### config.mk
export PLATFORM = sky130hd
export DESIGN_NAME = pipe_accum
export DESIGN_NICKNAME = d
export VERILOG_FILES = /design/src/rtl/pipe_accum_pkg.sv /design/src/rtl/pipe_accum_frame_counter.sv /design/src/rtl/pipe_accum.sv
export SDC_FILE = /design/constraint.sdc
export NUM_CORES = 1
export LEC_CHECK = 0
export CAP_MARGIN = 5
export CORE_MARGIN = 1.5
export CORE_UTILIZATION = 44
export DETAILED_ROUTE_END_ITERATION = 10
export GPL_ROUTABILITY_DRIVEN = 0
export GPL_TIMING_DRIVEN = 1
export PLACE_DENSITY = 0.77
export SETUP_SLACK_MARGIN = 0.4
export SYNTH_ARGS = -nofsm -noshare
export SYNTH_HDL_FRONTEND = slang
export SYNTH_HIERARCHICAL = 1
export SYNTH_SLANG_ARGS = --single-unit
### constraint.sdc
create_clock -name clk -period 2.37 [get_ports clk]
set_input_delay 0.474 -clock clk [delete_from_list [all_inputs] [get_ports clk]]
set_output_delay 0.474 -clock clk [all_outputs]
set_load 0.1 [all_outputs]
### src/rtl/pipe_accum_pkg.sv
// Shared constants and state encodings for the multiply-add pipeline and its frame accumulator.
package pipe_accum_pkg;

    localparam int IN_W_DEF  = 9;
    localparam int LEN_DEF   = 4;
    localparam int ACC_W_DEF = 11;

    typedef enum logic [1:0] {
        ST_IDLE = 2'd0,
        ST_ACC  = 2'd1,
        ST_DONE = 2'd2
    } state_e;

endpackage

### src/rtl/pipe_accum_frame_counter.sv
// LEN-modulo term counter: clear, enable and a flag marking the last term of a frame.
module pipe_accum_frame_counter #(
    parameter int LEN   = 4,
    parameter int CNT_W = (LEN > 1) ? $clog2(LEN) : 1
) (
    input  logic clk,
    input  logic rst,
    input  logic clr_i,
    input  logic en_i,
    output logic last_o
);

    logic [CNT_W-1:0] cnt_q;
    logic [CNT_W-1:0] cnt_d;

    // clr together with en means "new frame, and this cycle's sample is term 0".
    always_comb begin
        cnt_d = cnt_q;
        if (clr_i && en_i) begin
            cnt_d = CNT_W'(1);
        end else if (clr_i) begin
            cnt_d = '0;
        end else if (en_i) begin
            cnt_d = last_o ? '0 : cnt_q + CNT_W'(1);
        end
    end

    always_ff @(posedge clk or posedge rst) begin
        if (rst) begin
            cnt_q <= '0;
        end else begin
            cnt_q <= cnt_d;
        end
    end

    assign last_o = (cnt_q == CNT_W'(LEN - 1));

endmodule

### src/rtl/pipe_accum.sv
// Sums LEN valid multiply-add results into one frame total and holds it behind a
// valid/ready handshake; out_sum is transferred on any cycle with out_valid & out_ready.
module pipe_accum
    import pipe_accum_pkg::*;
#(
    parameter int IN_W  = IN_W_DEF,
    parameter int LEN   = LEN_DEF,
    parameter int ACC_W = ACC_W_DEF
) (
    input  logic             clk,
    input  logic             rst,
    input  logic             start,
    input  logic             in_valid,
    input  logic [IN_W-1:0]  in_y,
    output logic             out_valid,
    input  logic             out_ready,
    output logic [ACC_W-1:0] out_sum,
    output logic             busy,
    output logic             drop_err
);

    state_e           state_q, state_d;
    logic [ACC_W-1:0] acc_q, acc_d;
    logic [ACC_W-1:0] out_sum_q, out_sum_d;
    logic             out_valid_q, out_valid_d;
    logic             drop_err_q, drop_err_d;
    logic             cnt_clr, cnt_en, cnt_last;
    logic [ACC_W-1:0] y_ext;

    assign y_ext = ACC_W'(in_y);

    pipe_accum_frame_counter #(.LEN(LEN)) u_frame_counter (
        .clk   (clk),
        .rst   (rst),
        .clr_i (cnt_clr),
        .en_i  (cnt_en),
        .last_o(cnt_last)
    );

    always_comb begin
        state_d     = state_q;
        acc_d       = acc_q;
        out_sum_d   = out_sum_q;
        out_valid_d = out_valid_q;
        drop_err_d  = drop_err_q;
        cnt_clr     = 1'b0;
        cnt_en      = 1'b0;
        case (state_q)
            ST_IDLE: begin
                if (start) begin
                    state_d    = ST_ACC;
                    drop_err_d = 1'b0;
                    cnt_clr    = 1'b1;
                    cnt_en     = in_valid;
                    acc_d      = in_valid ? y_ext : '0;
                end
            end
            ST_ACC: begin
                if (in_valid) begin
                    if (cnt_last) begin
                        out_sum_d   = acc_q + y_ext;
                        out_valid_d = 1'b1;
                        acc_d       = '0;
                        cnt_clr     = 1'b1;
                        state_d     = ST_DONE;
                    end else begin
                        acc_d  = acc_q + y_ext;
                        cnt_en = 1'b1;
                    end
                end
            end
            ST_DONE: begin
                // Handshake plus start chains straight into the next frame.
                if (out_ready && start) begin
                    out_valid_d = 1'b0;
                    state_d     = ST_ACC;
                    drop_err_d  = 1'b0;
                    cnt_clr     = 1'b1;
                    cnt_en      = in_valid;
                    acc_d       = in_valid ? y_ext : '0;
                end else begin
                    if (out_ready) begin
                        out_valid_d = 1'b0;
                        state_d     = ST_IDLE;
                    end
                    if (in_valid) begin
                        drop_err_d = 1'b1;
                    end
                end
            end
            default: begin
                state_d = ST_IDLE;
            end
        endcase
    end

    always_ff @(posedge clk or posedge rst) begin
        if (rst) begin
            state_q     <= ST_IDLE;
            acc_q       <= '0;
            out_sum_q   <= '0;
            out_valid_q <= 1'b0;
            drop_err_q  <= 1'b0;
        end else begin
            state_q     <= state_d;
            acc_q       <= acc_d;
            out_sum_q   <= out_sum_d;
            out_valid_q <= out_valid_d;
            drop_err_q  <= drop_err_d;
        end
    end

    assign out_valid = out_valid_q;
    assign out_sum   = out_sum_q;
    assign drop_err  = drop_err_q;
    assign busy      = (state_q == ST_ACC);

endmodule

==> results_dict.tcl, run 1 <==
set metrics [dict create \
    synthArstFlopShare_pct 100 \
    avgViaCountPerCell 5.40 \
    cp_max_fo 3 \
    rsz0062_at_grt "yes" \
    crit_chain "ha_4 -> fa_2 -> a21o_1 -> a221o_1 -> a221oi_4 -> nor3_2 -> a211o_1" \
    nets 283 \
    finalHoldViolCount 0 \
    wl_per_cell_um 13.8 \
    syn_area_sq_um 1790 \
    synth_edf_count 0 \
    io_pins 28 \
    met2_length_um 2100 \
    cts_buffers 3 \
    relSlewSlack_pct 76.5 \
    fin_crit_sh_pct 94.8 \
    wl_um 4190 \
    drive_gt1_share_pct 34.8 \
    clockRootBuffer "clkbuf_8" \
    worstSkewPairLatency_ns 0.28 \
    clk_path_buf_depth 2 \
    yosysSeqAreaShare_pct 39.1 \
    fp.dieH_um 66.8 \
    setup_violations 0 \
    worst_slew_pin_slew_ns 0.353 \
    drc 0 \
    drt_iter0_markers 80 \
    initial_core_util_pct 45.4 \
    grt_pass1_vias 1585 \
    nFillCells 311 \
    top_layer_used "met4" \
    dpl-instance-area_sq_um 2330 \
    run_status "finished clean" \
    yosys_warnings 6 \
    cp_data_required_time_ns 2.53 \
    met3_length_um 98 \
    die_x_um 66.8 \
    worstPathArrival_ns 2.41 \
    grt_start_max_net_pins 27 \
    grt_pass1_wl_um 6820 \
    synth_cell_types 45 \
    final_max_slew_viol_count 0 \
    cts_tree "built" \
    syn-num-nets 222 \
    synth-main-ff-cell "dfrtp_1" \
    max_cap_viol_count 0 \
    setup.worst_path.end_class "flop" \
    cts_hold_repair.buffers 0 \
    cp_slowest_stage_delay_ns 0.43 \
    grt-ovfl-total 0 \
    vias 1637 \
    core-area_sq_um 3940 \
    finish.instance_area_sq_um 2560 \
    worstSetupPathType "flop to flop" \
    fmaxAchievable_mhz 445 \
    cts_htree_levels 1 \
    wl_met1_um 1970 \
    clock_sinks 28 \
    postRouteAntennaNets 0 \
    clkSlewWorstSetupHoldPaths_ns 0.10 \
    dieArea_sq_um 4460 \
    synth-seq-cells 28 \
    clock_skew_ns 0.00878 \
    dp.final_hpwl_um 3020 \
    antenna_found_initial 0 \
    globalRouteTotalUtil_pct 20.1 \
    drtPass1Iterations 4 \
    rows 23 \
    fin_crit_ns 2.25 \
    slowest_stage "dfrtp_1" \
    io_buffers 27 \
    avgSynthCellArea_sq_um 9.28 \
    min_path_type "input port to async pin" \
    syn_to_final_growth_pct 43.2 \
    start_kind "flop" \
    n_antenna_cell 0 \
    synth_cells 193 \
]
==> metrics by stage <==
step	utilization (%)	setup TNS [ns]	cells	hold slack [ns]	setup slack, ns
after floorplan	-	0	193	0.215	0.0862
after global placement	59.1	-3.11	294	0.460	-0.459
after detailed placement	59.1	-3.54	294	0.466	-0.518
after CTS	62.5	0	300	0.365	0.132
after global routing	65.1	0	303	0.370	0.0548
final	65.1	0	303	0.370	0.124
==> cell usage in the layout (no fill, tap or decap), types with 5 or more instances in the layout <==
cell type,instances
a21oi_1,11
a21oi_2,6
a31oi_1,5
buf_4,48
clkdlybuf4s50_1,6
dfrtp_1,28
ha_1,6
ha_4,6
inv_1,10
nand2_1,20
nand3_1,6
nor2_1,17
o21ai_0,9
==> final cells by class <==
cell class | count | area, sq um | area share [%]
flip-flops and latches | 28 | 701 | 27.3
well taps | 50 | 62.6 | 2.44
clock buffers | 4 | 55.1 | 2.15
repair buffers | 62 | 502 | 19.6
multi-input cells | 149 | 1210 | 47.1
inverters | 10 | 37.5 | 1.46
==> cells by family after synthesis <==
| family | after synthesis | share of synthesized area [%] |
|---|---|---|
| mux | 4 | 2.44 |
| fa+ha+maj | 15 | 10.9 |
| buf+inv | 16 | 3.49 |
| simple gates | 60 | 16.1 |
| compound gates | 63 | 24.5 |
| flops | 28 | 39.1 |
| xor+xnor | 7 | 3.42 |
==> what timing repair did <==
action,CTS,global route
setup buffers,2,3
resized for setup,18,19
endpoints found under the hold margin,0,0
pin swaps,16,9
setup endpoints to repair,15,16
==> synth_stat cells (all sizes together) (2+ instances only) <==
master   instances  area, sq um
nor2b            3         18.8
mux2             3         33.8
nand2b           2         20.0
a31oi            5         31.3
xnor2            3         26.3
clkbuf           4         15.0
nor2            17         63.8
nor3             2         15.0
a21o             3         22.5
a21oi           17         85.1
xor2             4         35.0
and3             2         13.8
o21ai           14         70.1
nand4            2         12.5
a22oi            4         30.0
ha              14          175
a211o            3         26.3
a211oi           3         22.5
a221oi           2         35.0
dfrtp           28          701
o2bb2a           3         30.0
inv             10         37.5
buf              2         10.0
nand2           21         78.8
a2111oi          2         25.0
nand3            6         30.0
==> critical path, delay by kind of cell (launching register included) <==
family | cells | cell delay, ns
DFF | 1 | 0.43
adders and majority gates | 2 | 0.55
AOI/OAI and AO/OA | 4 | 1.09
and+or+nand+nor | 1 | 0.06
==> sequential cells by signal, summed over array words and instances, names as in the netlist <==
name / cells
state_q: 2
out_valid: 1
out_sum: 11
acc_q: 11
drop_err: 1
u_frame_counter/cnt_q: 2
==> per-layer routing <==
layer | vias up | global-route usage, %
met5 | - | 0
met4 | 0 | 6.89
met3 | 2 | 2.36
met2 | 26 | 35.4
met1 | 780 | 25.3
li1 | 829 | -
==> worst paths after layout <==
| path | startpoint | to | slack [ns] | depth (start not counted) |
|---|---|---|---|---|
| worst min-delay path | rst | u_frame_counter/cnt_q[1]$_DFFE_PP0P_ | 0.37 | 2 |
| worst min register to register | out_sum[5]$_DFFE_PP0P_ | out_sum[5]$_DFFE_PP0P_ | 0.48 | 2 |
| worst max register to register | acc_q[0]$_DFFE_PP0P_ | acc_q[10]$_DFFE_PP0P_ | 0.12 | 7 |
| min in group clk | out_sum[5]$_DFFE_PP0P_ | out_sum[5]$_DFFE_PP0P_ | 0.48 | 2 |
| worst max-delay path | acc_q[0]$_DFFE_PP0P_ | acc_q[10]$_DFFE_PP0P_ | 0.12 | 7 |
| max in group asynchronous | rst | out_sum[8]$_DFFE_PP0P_ | 1.54 | 3 |
Power of run 1 is left out: the tool's default activity adds up to more than one toggle a clock period on the data nets, which glitch-free logic cannot reach.
==> run 2: changes to the inputs <==
--- a/config.mk
+++ b/config.mk
@@ -8,10 +8,11 @@
 export CAP_MARGIN = 5
 export CORE_MARGIN = 1.5
 export CORE_UTILIZATION = 44
+export CTS_BUF_LIST = sky130_fd_sc_hd__clkbuf_4
 export DETAILED_ROUTE_END_ITERATION = 10
 export GPL_ROUTABILITY_DRIVEN = 0
 export GPL_TIMING_DRIVEN = 1
-export PLACE_DENSITY = 0.77
+export PLACE_DENSITY_LB_ADDON = 0.3
 export SETUP_SLACK_MARGIN = 0.4
 export SYNTH_ARGS = -nofsm -noshare
 export SYNTH_HDL_FRONTEND = slang
==> results_dict.tcl, run 2 (synthesis results as in run 1) <==
set metrics [dict create \
    rows 23 \
    core-area_sq_um 3940 \
    multi_input_area_sq_um 1190 \
    most-common-layout-cells "buf_4, dfrtp_1, nand2_1" \
    cts_buffers 3 \
    top_usage_layer "met2" \
    die_x_um 66.8 \
    regToRegSetupSlack_ns 0.19 \
    dp.final_hpwl_um 3070 \
    clk_path_buf_depth 2 \
    fin_crit_sh_pct 91.8 \
    postRouteAntennaNets 0 \
    max_cap_viol_count 0 \
    grt_start_max_net_pins 27 \
    fp.dieH_um 66.8 \
    start_kind "flop" \
    cp_max_fo 3 \
    drc 0 \
    run_status "finished clean" \
    wl_per_cell_um 14.3 \
    cts_htree_levels 1 \
    setup_violations 0 \
    post-place-ws_ns -0.486 \
    io_pins 28 \
    worstPathArrival_ns 2.42 \
    seq_area_sq_um 701 \
    met3_usage_pct 2.03 \
    worstSetupPathType "flop to flop" \
    nets 273 \
    io_buffers 27 \
    fin_ws_ns 0.194 \
    clock_skew_ns 0.0152 \
    grt_pass1_vias 1487 \
    vias 1583 \
    syn_to_final_growth_pct 36.2 \
    rsz0062_at_grt "yes" \
    min_path_type "input port to async pin" \
    dieArea_sq_um 4460 \
    setup.worst_path.end_class "flop" \
    grt_pass1_wl_um 6780 \
    grt-ovfl-total 0 \
    finalHoldViolCount 0 \
    drtPass1Iterations 4 \
    clkSlewWorstSetupHoldPaths_ns 0.16 \
    relSlewSlack_pct 77.5 \
    fin_crit_ns 2.18 \
    cts_tree "built" \
    critPathLaunch "acc_q[0]$_DFFE_PP0P_" \
    final_core_util_pct 61.9 \
    initial_core_util_pct 45.4 \
    final_max_slew_viol_count 0 \
    worst_slew_pin_slew_ns 0.334 \
    cp_data_required_time_ns 2.61 \
    clockRootBuffer "clkbuf_4" \
    grt.met1_usage_pct 28.7 \
    reg2reg_from "acc_q[0]$_DFFE_PP0P_" \
    drt_iter0_markers 59 \
    globalRouteTotalUtil_pct 19.9 \
    gr-usage-met2_pct 31.8 \
    avgViaCountPerCell 5.40 \
    final_common_cell "buf_4" \
    n_antenna_cell 0 \
    clock_sinks 28 \
    nFillCells 336 \
    fmaxAchievable_mhz 460 \
    wl_um 4180 \
    worstSkewPairLatency_ns 0.34 \
    antenna_found_initial 0 \
    drive_gt1_share_pct 29.6 \
]
run 2: metrics by stage:
stage	instance area (sq um)	setup TNS (ns)	hold WS, ns	instances
floorplan	1830	0	0.215	193
global placement	2280	-3.15	0.464	287
detailed placement	2280	-3.48	0.468	287
CTS	2340	0	0.284	291
global route	2440	0	0.301	293
finish	2440	0	0.288	293
run 2: worst max-delay path, stage by stage (launching register included):
cell      delay [ns]
dfrtp_1         0.45
ha_4            0.18
fa_2            0.34
a21o_1          0.18
a221o_1         0.36
a221oi_4        0.30
nor3_2          0.06
a211o_1         0.22
run 2: area by class of cell:
type,count,share of cell area [%]
Clock inverter,1,0.154
Tap cell,50,2.56
Inverter,10,1.54
Sequential cell,28,28.7
Clock buffer,3,0.923
Timing Repair Buffer,52,17.5
Multi-Input combinational cell,149,48.6
run 2: what timing repair did:
item                                    CTS  global route
pin swaps                                13            10
hold buffers                              0             0
endpoints found under the setup margin   16            17
setup buffers                             0             2
gates resized for setup                  12            16
hold endpoints to repair                  0             0
run 2: final timing paths:
kind	endpoint	cells past startpoint
min in group clk	out_sum[5]$_DFFE_PP0P_	2
hold reg to reg	out_sum[5]$_DFFE_PP0P_	2
setup reg to reg	acc_q[10]$_DFFE_PP0P_	7
max in group asynchronous	acc_q[3]$_DFFE_PP0P_	3
setup / recovery	acc_q[10]$_DFFE_PP0P_	7
hold / removal	u_frame_counter/cnt_q[1]$_DFFE_PP0P_	2
run 2: routing by layer:
| metal | vias up | part of all wire, % |
|---|---|---|
| met5 | - | 0 |
| met4 | 0 | 0.81 |
| met2 | 22 | 49 |
| met3 | 4 | 2.4 |
| met1 | 753 | 48 |
| li1 | 804 | - |
Power of run 2 is left out for the same reason.
